### src/rtl/four_bit_serial_subtractor_pkg.sv
// Shared types and helpers for the bit-serial subtractor slice.
package sub_pkg;

  typedef enum logic [1:0] {IDLE, BUSY, DONE} sub_state_e;

  localparam int DEFAULT_WIDTH = 4;

  function automatic int idx_width(input int w);
    return (w > 1) ? $clog2(w) : 1;
  endfunction

endpackage

### src/rtl/four_bit_serial_subtractor_if.sv
// Operand/result handshake bundle for four_bit_serial_subtractor.
// The ovf signal exists only when SUB_OVERFLOW_EN is defined.
interface four_bit_serial_subtractor_if
  import sub_pkg::*;
  #(parameter int WIDTH = DEFAULT_WIDTH) ();

  logic [WIDTH-1:0] a;
  logic [WIDTH-1:0] b;
  logic             bin;
  logic             in_valid;
  logic             in_ready;
  logic [WIDTH-1:0] diff;
  logic             bout;
  logic             out_valid;
  logic             out_ready;
`ifdef SUB_OVERFLOW_EN
  logic             ovf;

  modport master (output a, b, bin, in_valid, out_ready,
                  input  in_ready, diff, bout, out_valid, ovf);
  modport slave  (input  a, b, bin, in_valid, out_ready,
                  output in_ready, diff, bout, out_valid, ovf);
`else
  modport master (output a, b, bin, in_valid, out_ready,
                  input  in_ready, diff, bout, out_valid);
  modport slave  (input  a, b, bin, in_valid, out_ready,
                  output in_ready, diff, bout, out_valid);
`endif

endinterface

### src/rtl/four_bit_serial_subtractor_cell.sv
// Combinational 1-bit full subtractor, reused serially by the top.
module full_subtractor_cell (
  input  logic a,
  input  logic b,
  input  logic bin,
  output logic d,
  output logic bout
);

  assign d    = a ^ b ^ bin;
  assign bout = (~a & b) | (~a & bin) | (b & bin);

endmodule

### src/rtl/four_bit_serial_subtractor.sv
// Bit-serial subtractor: {bout,diff} = a - b - bin, one bit per BUSY cycle.
// Optional signed-overflow output enabled by defining SUB_OVERFLOW_EN.
module four_bit_serial_subtractor
  import sub_pkg::*;
  #(parameter int WIDTH = DEFAULT_WIDTH) (
  input  logic                    clk,
  input  logic                    rst_n,
  four_bit_serial_subtractor_if.slave bus
);

  localparam int IW = idx_width(WIDTH);

  sub_state_e       state;
  sub_state_e       state_next;
  logic [WIDTH-1:0] a_sh;
  logic [WIDTH-1:0] b_sh;
  logic [WIDTH-1:0] diff_q;
  logic [IW-1:0]    idx;
  logic             br;
  logic             bout_q;
  logic             tail;
  logic             last_bit;
  logic             cell_d;
  logic             cell_bout;
`ifdef SUB_OVERFLOW_EN
  logic             ovf_q;
`endif

  full_subtractor_cell u_cell (
    .a    (a_sh[0]),
    .b    (b_sh[0]),
    .bin  (br),
    .d    (cell_d),
    .bout (cell_bout)
  );

  assign last_bit = (idx == IW'(WIDTH - 1));

  always_ff @(posedge clk) begin
    if (!rst_n) state <= IDLE;
    else        state <= state_next;
  end

  // tail adds one settle cycle after the MSB so the result appears WIDTH+1 edges after accept
  always_comb begin
    state_next = state;
    case (state)
      IDLE:    if (bus.in_valid)  state_next = BUSY;
      BUSY:    if (tail)          state_next = DONE;
      DONE:    if (bus.out_ready) state_next = IDLE;
      default:                    state_next = IDLE;
    endcase
  end

  always_ff @(posedge clk) begin
    if (!rst_n) begin
      a_sh   <= '0;
      b_sh   <= '0;
      diff_q <= '0;
      idx    <= '0;
      br     <= 1'b0;
      bout_q <= 1'b0;
      tail   <= 1'b0;
`ifdef SUB_OVERFLOW_EN
      ovf_q  <= 1'b0;
`endif
    end else begin
      case (state)
        IDLE: begin
          if (bus.in_valid) begin
            a_sh <= bus.a;
            b_sh <= bus.b;
            br   <= bus.bin;
            idx  <= '0;
            tail <= 1'b0;
          end
        end
        BUSY: begin
          if (!tail) begin
            diff_q <= {cell_d, diff_q[WIDTH-1:1]};
            a_sh   <= a_sh >> 1;
            b_sh   <= b_sh >> 1;
            br     <= cell_bout;
            idx    <= idx + IW'(1);
            if (last_bit) begin
              bout_q <= cell_bout;
              tail   <= 1'b1;
`ifdef SUB_OVERFLOW_EN
              // borrow into the MSB differs from borrow out of it on signed overflow
              ovf_q  <= br ^ cell_bout;
`endif
            end
          end
        end
        default: ;
      endcase
    end
  end

  assign bus.in_ready  = rst_n && (state == IDLE);
  assign bus.out_valid = (state == DONE);
  assign bus.diff      = diff_q;
  assign bus.bout      = bout_q;
`ifdef SUB_OVERFLOW_EN
  assign bus.ovf       = ovf_q;
`endif

endmodule
### src/flat_wrapper.sv
// flat-port wrapper written by rule: the top's interface ports become plain ports
module four_bit_serial_subtractor_flat import sub_pkg::*;
#(parameter int WIDTH = DEFAULT_WIDTH)
  (clk, rst_n, bus_a, bus_b, bus_bin, bus_in_valid, bus_out_ready, bus_in_ready, bus_diff, bus_bout, bus_out_valid);
  four_bit_serial_subtractor_if #(.WIDTH(WIDTH)) bus_i ();
  input  logic clk;
  input  logic rst_n;
  input wire logic [$bits(bus_i.a)-1:0] bus_a;
  input wire logic [$bits(bus_i.b)-1:0] bus_b;
  input wire logic [$bits(bus_i.bin)-1:0] bus_bin;
  input wire logic [$bits(bus_i.in_valid)-1:0] bus_in_valid;
  input wire logic [$bits(bus_i.out_ready)-1:0] bus_out_ready;
  output wire logic [$bits(bus_i.in_ready)-1:0] bus_in_ready;
  output wire logic [$bits(bus_i.diff)-1:0] bus_diff;
  output wire logic [$bits(bus_i.bout)-1:0] bus_bout;
  output wire logic [$bits(bus_i.out_valid)-1:0] bus_out_valid;
  assign bus_i.a = bus_a;
  assign bus_i.b = bus_b;
  assign bus_i.bin = bus_bin;
  assign bus_i.in_valid = bus_in_valid;
  assign bus_i.out_ready = bus_out_ready;
  assign bus_in_ready = bus_i.in_ready;
  assign bus_diff = bus_i.diff;
  assign bus_bout = bus_i.bout;
  assign bus_out_valid = bus_i.out_valid;
  four_bit_serial_subtractor #(.WIDTH(WIDTH)) u_core (.clk(clk), .rst_n(rst_n), .bus(bus_i));
endmodule
### config.mk
export PLATFORM = sky130hd
export DESIGN_NAME = four_bit_serial_subtractor_flat
export DESIGN_NICKNAME = d
export VERILOG_FILES = /design/src/rtl/four_bit_serial_subtractor_pkg.sv /design/src/rtl/four_bit_serial_subtractor_if.sv /design/src/rtl/four_bit_serial_subtractor_cell.sv /design/src/rtl/four_bit_serial_subtractor.sv /design/src/flat_wrapper.sv
export SDC_FILE = /design/constraint.sdc
export NUM_CORES = 1
export LEC_CHECK = 0
export CAP_MARGIN = 20
export CORE_MARGIN = 2
export CORE_UTILIZATION = 40
export CTS_CLUSTER_DIAMETER = 100
export DETAILED_ROUTE_END_ITERATION = 12
export PLACE_DENSITY = 0.71
export SYNTH_ARGS = -nofsm -noshare
export SYNTH_HDL_FRONTEND = slang
export SYNTH_SLANG_ARGS = --single-unit
### constraint.sdc
create_clock -name clk -period 1.5 [get_ports clk]
set_input_delay 0.225 -clock clk [delete_from_list [all_inputs] [get_ports clk]]
set_output_delay 0.225 -clock clk [all_outputs]
set_load 0.02 [all_outputs]
==> results.yml, run 1 <==
worst_setup_path:
  required_ns: 1.74
  worst_ep_arrival_time_ns: 1.66
  cp-start-kind: "register"
  path_max_fanout: 12
  cp-end-kind: "register"
  path_class: "register to register"
floorplan:
  die-area_um2: 2546
  placementRows: 16
  die_y_um: 50.46
  design.portCount: 20
  start_util: 0.4312
  core-area_um2: 2002
  chipWidth_um: 50.46
yosys:
  synth_top_flop_cell: "dfxtp_1"
  yosysSeqAreaShare: 0.4406
  synth_common_cells: "19 x dfxtp_1, 14 x a21oi_1, 10 x inv_1"
  syn_inst: 95
  synth_nets: 110
  syn-cell-area_um2: 863.3
  syn_area_per_cell_um2: 9.088
  synthArstFlopShare: 0
  synth_seq_cells: 19
  synth_cell_type_count: 28
  synthTopCellsByArea: "dfxtp_1 44%, a21oi_1 8.1%, o221ai_1 7.1%"
  synth.most_common_cell: "dfxtp_1"
  synth-edff-count: 0
  ys_warn_count: 0
  synth_top_cell_area_share: 0.4406
  synth_top_area_cell: "dfxtp_1"
timing:
  period_share: 0.9413
  slew_headroom: 0.7621
  finClkSkew_ns: 0.003676
  fmax_mhz: 708.3
  hold_violations: 0
  setup_violations: 0
  final_max_slew_viol_count: 0
  post-route-min-period_ns: 1.412
  rsz0062_at_grt: "false"
  tightest_slew_ns: 0.3568
  fin_setup_tns_ns: 0
finish:
  fin_cells: 145
  synthToLayoutAreaGrowth_pct: 29.42
  nFillCells: 206
  multi_input_area_um2: 407.9
  drive_above_1_share: 0.1695
  antenna_cells: 0
  layout.nets: 134
  layout.area.seq_um2: 380.4
clock_tree:
  clk_latency_ns: 0.31
  cts_setup_buffers: 0
  clkSlewWorstSetupHoldPaths_ns: 0.11
  cts.sinks: 19
  root_buffer: "clkbuf_4"
  cts_buffers: 3
  cts_buffer_depth: 2
  cts_hold_buffers: 0
  ctsHtreeMaxLevel: 1
  tritoncts: "built"
detailed_routing:
  dr.pass1.iters: 4
  viasPerCell: 5.241
  drt_iter0_drc: 15
  vias: 760
  totalWireLength_um: 1897
  avgRoutedWirePerCell_um: 13.08
  ant_nets: 0
  drc: 0
pwr:
  p_clk_frac: 0.260
  power_switching_share: 0.2714
  power_leakage_nw: 0.4843
  p_int_mw: 0.7322
  seqPwrFrac: 0.558
  p_switching_mw: 0.2727
  comb_power_share: 0.182
  peakVddDrop_uv: 528.6
  power_mw: 1.005
  p_per_area_nw_per_um2: 899.4
min_path:
  hold_path.class: "register to register"
placement:
  place_inst: 141
  dp_hpwl_um: 1375
  numPortBuffers: 19
  gp_congestion: 0.8114
global_routing:
  antenna_found_initial: 0
  grt_max_degree: 13
  grt_pass1_vias: 692
  gr-usage-all-layers: 0.1559
  globalRoute.totalOverflow: 0
  grt_pass1_wl_um: 2980
run:
  drv_cap: 0
status:
  outcome: "finished, final reports clean"
[cells by family (layout without fill, tap and decap cells)]
group                    Yosys count  in the layout  synth area share
adder cells (fa/ha/maj)            2              2           0.03768
flip-flops                        19             19            0.4406
AND/OR/NAND/NOR                   22             22            0.1551
multiplexers                       4              4           0.04638
AO/OA/AOI/OAI                     31             31            0.2261
buffers and inverters             17             40           0.09421
[sequential cells by signal, indices dropped and copies added, names as in the netlist]
register,count
u_core.tail,1
u_core.idx,2
u_core.b_sh,4
u_core.bus.diff,4
u_core.state,2
u_core.bus.bout,1
u_core.a_sh,4
u_core.br,1
[power groups by stage]
stage	clock [mW]	sequential, mW	combinational (mW)
after global placement	0	0.569	0.177
final	0.261	0.561	0.183
after CTS	0.275	0.560	0.180
after global routing	0.290	0.565	0.200
after detailed placement	0	0.572	0.183
after floorplan	0	0.570	0.107
[repair_timing]
item | CTS | global route
cloned | 0 | 0
gates resized for setup | 6 | 8
setup endpoints to repair | 6 | 10
pin swaps | 0 | 0
[layout by cell type, fill, tap and decap left out, types with 2 or more instances in the layout]
cell             netlist  final
dfxtp_1               19     19
a21oi_1               14     14
clkdlybuf4s50_1        0     12
inv_1                 10     10
o221ai_1               7      7
buf_4                  0      7
nor2_1                 6      6
o21ai_0                4      4
mux2i_1                4      4
dlygate4sd2_1          0      4
nor2b_1                3      3
nand2_1                3      3
clkbuf_4               0      3
a31oi_1                2      2
or3b_4                 1      2
a32oi_1                2      2
clkbuf_2               0      2
[metal layers]
| metal | track usage | share of wire | routed length [um] | up-vias |
|---|---|---|---|---|
| met5 | 0 | 0 | 0 | - |
| met4 | 0.09459 | 0.027 | 51 | 0 |
| met3 | 0.01786 | 0.039 | 74 | 5 |
| met2 | 0.2544 | 0.46 | 871 | 20 |
| met1 | 0.1963 | 0.47 | 900 | 355 |
| li1 | - | - | - | 380 |
[area by class of cell]
cell class,count,share of cell area
Tap cell,27,0.03024
Multi-Input combinational cell,59,0.3651
Sequential cell,19,0.3404
Timing Repair Buffer,26,0.2060
Clock buffer,3,0.02016
Inverter,10,0.03359
Clock inverter,1,0.004479
[critical path, cell delays in order (launching register included)]
cell and delay [ns]:
dfxtp_1 0.37, buf_4 0.17, or3b_4 0.47, or2_0 0.23
a21oi_1 0.12
[stage by stage]
| stage | util | area [um2] | hold slack [ns] | worst slack, ns |
|---|---|---|---|---|
| final | 0.5581 | 1117 | 0.4554 | 0.08811 |
| after global routing | 0.5581 | 1117 | 0.4772 | 0.02637 |
| after CTS | 0.5575 | 1116 | 0.4558 | 0.004169 |
| after detailed placement | 0.5475 | 1096 | 0.4394 | -0.2795 |
| after global placement | 0.5475 | 1096 | 0.4352 | -0.2867 |
| after floorplan | - | 863.3 | 0.4024 | 0.2170 |
[worst paths after layout]
check	startpoint	to	slack, ns	depth (start not counted)
max	u_core.state[1]	u_core.bus.diff[3]	0.09	4
min reg2reg	u_core.a_sh[2]	u_core.a_sh[2]	0.46	2
max reg2reg	u_core.state[1]	u_core.bus.diff[3]	0.09	4
min	u_core.a_sh[2]	u_core.a_sh[2]	0.46	2
Note: power is estimated with default switching activity, not from simulation.
==> run 2, diff against run 1 <==
- CAP_MARGIN: 20 -> 0
- CORE_MARGIN: 2 -> 4
- clock period: 1.5 -> 1.8 ns (I/O delays scaled with it)
==> run 2 against run 1 <==
  * Clock skew is 0.0029 ns lower
  * Critical endpoint is now bus_in_ready
  * Via count is 2.5% lower
  * Utilization stayed put
  * Clock-buffer cell count stayed put
  * Clock power is 18% lower
==> results.yml, run 2 (synthesis results as in run 1) <==
status:
  outcome: "finished, final reports clean"
finish:
  synthToLayoutAreaGrowth_pct: 29.42
  final_cell_mix: "19 x dfxtp_1, 17 x clkdlybuf4s50_1, 14 x a21oi_1"
  layout.nets: 133
  nFillCells: 192
  fin_cells: 144
  final_common_cell: "dfxtp_1"
  antenna_cells: 0
  drive_above_1_share: 0.1282
floorplan:
  die-area_um2: 2965
  start_util: 0.4312
  design.portCount: 20
  chipWidth_um: 54.46
  core-area_um2: 2002
  placementRows: 16
  die_y_um: 54.46
worst_setup_path:
  path_class: "input port to output port"
  worst_ep_arrival_time_ns: 1.30
  cp-start-kind: "input port"
  critPathSlowestCell: "clkdlybuf4s50_1"
  critPathBufInv: 3
  path_max_fanout: 2
  cp-end-kind: "output port"
  reg2reg_from: "u_core.state[0]"
  worst_path_largest_cell_delay_ns: 0.48
  crit_family: "buffers and inverters"
  crit_start: "rst_n"
  required_ns: 1.53
  r2r_setup_slack_ns: 0.37
  crit_chain: "clkdlybuf4s50_1, inv_1, nor3_1, dlygate4sd2_1"
timing:
  setup_slack_ns: 0.2270
  finClkSkew_ns: 0.0007834
  setup_violations: 0
  tightest_slew_ns: 0.2614
  post-route-min-period_ns: 1.573
  fmax_mhz: 635.7
  period_share: 0.8739
  hold_violations: 0
  slew_headroom: 0.8233
  final_max_slew_viol_count: 0
  rsz0062_at_grt: "false"
clock_tree:
  root_buffer: "clkbuf_4"
  clk_latency_ns: 0.29
  cts.sinks: 19
  cts_buffer_depth: 2
  clkSlewWorstSetupHoldPaths_ns: 0.11
  cts_hold_buffers: 0
  ctsHtreeMaxLevel: 1
  cts_buffers: 3
  tritoncts: "built"
global_routing:
  globalRoute.totalOverflow: 0
  grt_max_degree: 13
  gr-usage-all-layers: 0.1334
  grt_pass1_vias: 659
  antenna_found_initial: 0
  grt_pass1_wl_um: 2822
placement:
  dp_slack_ns: -0.08378
  place_inst: 140
  gp_congestion: 0.7317
  numPortBuffers: 19
  dp_hpwl_um: 1283
pwr:
  p_per_area_nw_per_um2: 739.9
  peakVddDrop_uv: 467.2
  power_leakage_nw: 0.4589
  power_mw: 0.8267
detailed_routing:
  vias: 741
  drc: 0
  drt_iter0_drc: 17
  totalWireLength_um: 1666
  avgRoutedWirePerCell_um: 11.57
  dr.pass1.iters: 4
  viasPerCell: 5.146
  ant_nets: 0
min_path:
  holdCritStartpoint: "u_core.b_sh[2]"
  hold_path.class: "register to register"
run:
  drv_cap: 0
## run 2: worst reg2reg max path, stage by stage, from the launching register on
cell,delay (ns)
dfxtp_1,0.38
buf_4,0.18
or3b_1,0.50
o221ai_1,0.21
a21oi_1,0.06
## run 2: final timing paths
kind / endpoint / cells after the start
worst max register to register: u_core.b_sh[0] / 4
worst max-delay path: bus_in_ready / 4
worst min-delay path: u_core.b_sh[2] / 2
worst min register to register: u_core.b_sh[2] / 2
## run 2: area by class of cell
cell class                 instances  area (um2)  area share
clock buffer                       3       22.52     0.02016
multi-input combinational         59       401.6      0.3595
inverter                          10       37.54     0.03359
sequential                        19       380.4      0.3404
timing repair buffer              25       236.5      0.2116
clock inverter                     1       5.005    0.004479
tap                               27       33.78     0.03024
## run 2: power by group
group          internal (mW)  total (mW)  switching [mW]
registers              0.448       0.466          0.0184
logic                 0.0799       0.148          0.0680
clock network         0.0826       0.213           0.130
total                  0.610       0.827           0.216
## run 2: stage by stage
step | hold slack, ns | setup TNS, ns | utilization | cell area (um2)
6_report | 0.4530 | 0 | 0.5581 | 1117
5_1_grt | 0.4804 | 0 | 0.5581 | 1117
4_1_cts | 0.4586 | 0 | 0.5569 | 1115
3_5_place_dp | 0.4424 | -0.08378 | 0.5438 | 1089
3_3_place_gp | 0.4366 | -0.08649 | 0.5438 | 1089
2_1_floorplan | 0.4247 | 0 | - | 863.3
## run 2: what timing repair did
item                       in CTS  in global routing
gates resized for setup         1                  1
setup endpoints to repair       1                  1
pin swaps                       0                  0
hold endpoints to repair        0                  0
setup buffers                   0                  0
## run 2: metal layers
metal	GRT usage	vias up	share of wire
met3	0.02725	2	0.074
li1	-	381	-
met1	0.1692	337	0.47
met4	0.07469	0	0.0072
met5	0	-	0
met2	0.2092	21	0.45
